## config.mk

```make
export PLATFORM = sky130hd
export DESIGN_NAME = pipe_stage_elastic_flat
export DESIGN_NICKNAME = d
export VERILOG_FILES = /design/src/rtl/pipe_stage_elastic_if.sv /design/src/rtl/pipe_stage_elastic.sv /design/src/flat_wrapper.sv
export SDC_FILE = /design/constraint.sdc
export NUM_CORES = 1
export LEC_CHECK = 0
export CELL_PAD_IN_SITES_DETAIL_PLACEMENT = 0
export CELL_PAD_IN_SITES_GLOBAL_PLACEMENT = 2
export CORE_ASPECT_RATIO = 0.5
export CORE_MARGIN = 2
export CORE_UTILIZATION = 28
export DETAILED_ROUTE_END_ITERATION = 8
export PLACE_DENSITY_LB_ADDON = 0.05
export SETUP_SLACK_MARGIN = 0.2
export SYNTH_ARGS = -nofsm -noshare
export SYNTH_HDL_FRONTEND = slang
export SYNTH_SLANG_ARGS = --single-unit
export TNS_END_PERCENT = 10
```

## constraint.sdc

```tcl
create_clock -name clk -period 1.5 [get_ports clk]
set_input_delay 0.15 -clock clk [delete_from_list [all_inputs] [get_ports clk]]
set_output_delay 0.15 -clock clk [all_outputs]
set_load 0.02 [all_outputs]
```

## src/rtl/pipe_stage_elastic_if.sv

```systemverilog
// Handshake bundle for one elastic pipeline boundary: the upstream
// valid/ready/data triple, the downstream triple, the flush request and
// the occupancy readout.  The slave view belongs to the stage itself;
// the master view belongs to whatever surrounds it.
interface pipe_stage_elastic_if #(
    parameter int DW = 32
);
    logic          flush;
    logic          in_valid;
    logic          in_ready;
    logic [DW-1:0] in_data;
    logic          out_valid;
    logic          out_ready;
    logic [DW-1:0] out_data;
    logic [1:0]    count;

    modport master (
        output flush, in_valid, in_data, out_ready,
        input  in_ready, out_valid, out_data, count
    );

    modport slave (
        input  flush, in_valid, in_data, out_ready,
        output in_ready, out_valid, out_data, count
    );
endinterface

```

## src/rtl/pipe_stage_elastic.sv

```systemverilog
// Elastic pipeline register with a 2-entry skid buffer.
// The main register always drives out_data; the skid register only
// catches the one beat that can arrive while main is blocked downstream.
// in_ready and out_valid are registered together with the state, so
// there is no combinational path from out_ready back to in_ready.
module pipe_stage_elastic #(
    parameter int DW           = 32,
    parameter bit CLR_ON_FLUSH = 1'b1
) (
    input logic                 clk,
    input logic                 rst,
    pipe_stage_elastic_if.slave bus
);

    // The state value doubles as the occupancy count.
    typedef enum logic [1:0] {
        EMPTY = 2'd0,
        ONE   = 2'd1,
        FULL  = 2'd2
    } state_t;

    state_t        state;
    logic [DW-1:0] main_data;
    logic [DW-1:0] skid_data;
    logic          can_accept;
    logic          has_data;
    logic          push;
    logic          pop;

    assign push = bus.in_valid & can_accept;
    assign pop  = has_data & bus.out_ready;

    assign bus.in_ready  = can_accept;
    assign bus.out_valid = has_data;
    assign bus.out_data  = main_data;
    assign bus.count     = state;

    // Occupancy FSM with registered handshake flags; reset beats flush beats normal moves.
    always_ff @(posedge clk) begin
        if (rst) begin
            state      <= EMPTY;
            can_accept <= 1'b1;
            has_data   <= 1'b0;
            main_data  <= '0;
            skid_data  <= '0;
        end else if (bus.flush) begin
            state      <= EMPTY;
            can_accept <= 1'b1;
            has_data   <= 1'b0;
            if (CLR_ON_FLUSH) begin
                main_data <= '0;
                skid_data <= '0;
            end
        end else begin
            case (state)
                EMPTY: begin
                    if (push) begin
                        main_data <= bus.in_data;
                        state     <= ONE;
                        has_data  <= 1'b1;
                    end
                end
                ONE: begin
                    if (push && pop) begin
                        main_data <= bus.in_data;
                    end else if (push) begin
                        skid_data  <= bus.in_data;
                        state      <= FULL;
                        can_accept <= 1'b0;
                    end else if (pop) begin
                        state    <= EMPTY;
                        has_data <= 1'b0;
                    end
                end
                FULL: begin
                    if (pop) begin
                        main_data  <= skid_data;
                        state      <= ONE;
                        can_accept <= 1'b1;
                    end
                end
                default: begin
                    state      <= EMPTY;
                    can_accept <= 1'b1;
                    has_data   <= 1'b0;
                end
            endcase
        end
    end

endmodule

```

## src/flat_wrapper.sv

```systemverilog
// flat-port wrapper written by rule: the top's interface ports become plain ports
module pipe_stage_elastic_flat 
#(
    parameter int DW           = 32,
    parameter bit CLR_ON_FLUSH = 1'b1
)
  (clk, rst, bus_flush, bus_in_valid, bus_in_data, bus_out_ready, bus_in_ready, bus_out_valid, bus_out_data, bus_count);
  pipe_stage_elastic_if #(.DW(DW)) bus_i ();
  input logic clk;
  input logic rst;
  input wire logic [$bits(bus_i.flush)-1:0] bus_flush;
  input wire logic [$bits(bus_i.in_valid)-1:0] bus_in_valid;
  input wire logic [$bits(bus_i.in_data)-1:0] bus_in_data;
  input wire logic [$bits(bus_i.out_ready)-1:0] bus_out_ready;
  output wire logic [$bits(bus_i.in_ready)-1:0] bus_in_ready;
  output wire logic [$bits(bus_i.out_valid)-1:0] bus_out_valid;
  output wire logic [$bits(bus_i.out_data)-1:0] bus_out_data;
  output wire logic [$bits(bus_i.count)-1:0] bus_count;
  assign bus_i.flush = bus_flush;
  assign bus_i.in_valid = bus_in_valid;
  assign bus_i.in_data = bus_in_data;
  assign bus_i.out_ready = bus_out_ready;
  assign bus_in_ready = bus_i.in_ready;
  assign bus_out_valid = bus_i.out_valid;
  assign bus_out_data = bus_i.out_data;
  assign bus_count = bus_i.count;
  pipe_stage_elastic #(.DW(DW), .CLR_ON_FLUSH(CLR_ON_FLUSH)) u_core (.clk(clk), .rst(rst), .bus(bus_i));
endmodule
```

==> metrics.txt, run 1 <==
full die area around 12000 sq um; final setup vio count 0; fillers approximately 940; synth cell count leaders dfxtp_1 (68), a21oi_1 (36), clkbuf_1 (36); Final Skew between 0.003 and 0.004 ns; Async SR Flop Fraction 0%; CTS sink count 68; syn_nets ~380; Pins Over Slew Limit 0; CP startpoint u_core.bus.count[0]$_SDFFE_PP0P_; count of state elements after synthesis 68; Critical Path End Type register; Setup Total Neg Slack 0 ns; met3 wire length between 800 and 900 microns; worst path cell trace and4b_4, a211o_2, a211oi_1; initial antenna violation count 0; Layout Nets roughly 460; synthesized instance count ~340; most common cell in the netlist dfxtp_1; RSZ-0062 raised after global routing true; Port-buffer cells slightly above 70; worst hold path type in2reg; Worst Path Arrival approximately 1.7 ns; core region area roughly 11000 sq um; Pwr Total roughly 5.5 mW; largest net degree at the start of global routing 69; crit start category register; Core Rows 27; total grt overflow 0; Die Height around 80 microns; period utilisation layout a little under 100%; gpl congestion 0.756; sequential area share after synthesis between 40% and 50%; first-pass GRT wire length ~19000 microns; Worst Max-Slew Pin Slew between 0.4 and 0.5 ns; LEAKAGE 2.23 nW; CP Max Fanout 8; CTS Hold Bufs 0; crit-path max cell delay roughly 0.47 ns; Peak VDD IR 0.000542 V; Post-synth EDFFs 0; CTS Buf Count 9; Total Routing Usage GR between 20% and 30%; placed insts 537; Pwr Density between 900 and 1000 nW/um^2; wire length on met2 just over 6000 microns; hold depth 3; Detail Placement HPWL 7240 microns; HP Start bus_in_data[9]; post-synth top area share 42.1%; DP Worst Slack -0.302 ns; Layout Cells excl Fill around 570; ANT cells 0; clk buf depth 2; Worst-path clk slew roughly 0.060 ns; Clk Latency, worst-skew pair ~0.33 ns; routed len/inst 23.6 microns; crit path time final around 1.5 ns; total of warnings raised by yosys 0; Worst path slowest cell a211o_2; via count about 3400; outcome finished clean; CTS H-tree lvls 3; met1 WL around 6400 microns; remaining antenna violation count 0; Area Overhead vs Synth 85.3%; iteration-0 DRC count of the detailed router around 230; worst hold slack between 0.4 and 0.5 ns; initial core utilization between 20 and 30%; vias in the first global route ~3400; syn_area_per_cell 9.57 sq um; Design Area, Final 5990 sq um; Routed WL ~14000 microns; CTS tree yes; Post-Syn Area about 3200 sq um; Yosys top cell by area dfxtp_1; Highest Signal Layer met4; I/O pin count 73; RR Startpoint u_core.bus.count[0]$_SDFFE_PP0P_; Layout Utilization a little over half; DR vias/cell 5.97; Crit Path Category reg2reg; # DRC 0; Die X about 160 microns; synth unique cells 30; worst-case reg-to-reg path depth 3; top_reg_cell synth dfxtp_1; final hold vios 0; DP Area 4520 sq um; DRT Pass-1 Iters 4; Final Worst Setup Slack about 0.048 ns; dominant cells by area after synthesis dfxtp_1 (42%), mux2i_1 (9.9%), a2111oi_0 (8.1%); Worst slew margin roughly two thirds; max cap viols 0; CP Data Required Time 1.75 ns; share of post-route cells with drive strength above 1 approximately two fifths; fmax between 0.6 and 0.7 GHz; Root Buffer clkbuf_16
==> layout by cell type (no fill, tap or decap), types with 2 or more instances in the layout <==
cell and n:
a211oi_2 18, a2111oi_4 20, buf_12 12, inv_1 2, dfxtp_2 2, o31ai_2 5
dfxtp_4 2, a2111oi_2 12, a21oi_1 34, nand4_1 32, bufinv_16 2, buf_6 6
a21oi_2 2, o31ai_4 27, clkbuf_16 14, dfxtp_1 64, mux2i_1 30, a211oi_1 16
clkbuf_8 2, a211o_4 3, buf_4 18, nand2_1 3, clkdlybuf4s50_1 36, o21bai_1 2
dlygate4sd2_1 35, buf_16 6
==> flip-flops by register name, summed over array words and instances, names as in the netlist <==
name / flops
u_core.bus.count: 2
u_core.bus.in_ready: 1
u_core.bus.out_data: 32
u_core.bus.out_valid: 1
u_core.skid_data: 32
==> cell type report <==
cell class	instances	area, sq um	share of cell area (%)
multi-input cells	223	2700	45.1
repair buffers	118	1390	23.1
flip-flops and latches	68	1370	22.9
clock buffers	13	282	4.70
well taps	145	181	3.03
clock inverters	3	65.1	1.09
inverters	2	7.51	0.125
==> logic make-up after synthesis <==
logic type             synth area share [%]
and+or+nand+nor                        8.67
muxes                                  9.91
AOI/OAI and AO/OA                      32.0
DFF                                    42.1
buffers and inverters                  7.31
==> where the power goes <==
part	internal, mW	switching [mW]	leakage, nW	total (mW)
Sequential	1.86	0.0612	0.554	1.92
Combinational	0.511	0.596	1.50	1.11
Clock	1.65	0.803	0.171	2.45
==> critical path, delay by kind of cell, from the launching register on <==
kind             cells  cell delay [ns]
AO/OA/AOI/OAI        2             0.70
flip-flops           1             0.39
AND/OR/NAND/NOR      1             0.28
==> per-layer routing <==
layer	up-vias	track usage (%)
li1	1558	-
met1	1729	28.5
met2	111	32.7
met3	16	4.67
met4	0	3.94
met5	-	0
==> timing repair <==
| item | in CTS | in global routing |
|---|---|---|
| resized for setup | 145 | 28 |
| buffers inserted | 4 | 0 |
| cloned | 7 | 8 |
| pin swaps | 56 | 7 |
| endpoints found under the setup margin | 102 | 68 |
==> worst paths after layout <==
kind / slack (ns) / endpoint
worst min-delay path: 0.44 / u_core.skid_data[9]$_SDFFE_PP0P_
worst max-delay path: 0.05 / u_core.bus.out_data[6]$_SDFFE_PP0P_
worst max register to register: 0.05 / u_core.bus.out_data[6]$_SDFFE_PP0P_
worst min register to register: 0.47 / u_core.skid_data[28]$_SDFFE_PP0P_
No activity file was read; power rests on OpenSTA's default activity.
==> inputs of run 2 (changes only) <==
GPL_ROUTABILITY_DRIVEN = 0   (was unset)
==> results of run 2 <==
No change in the layout: final DEF, timing and power equal those of run 1.
==> inputs of run 3 (changes only) <==
GPL_TIMING_DRIVEN = 1   (was unset)
==> results of run 3 <==
No change in the layout: final DEF, timing and power equal those of run 1.
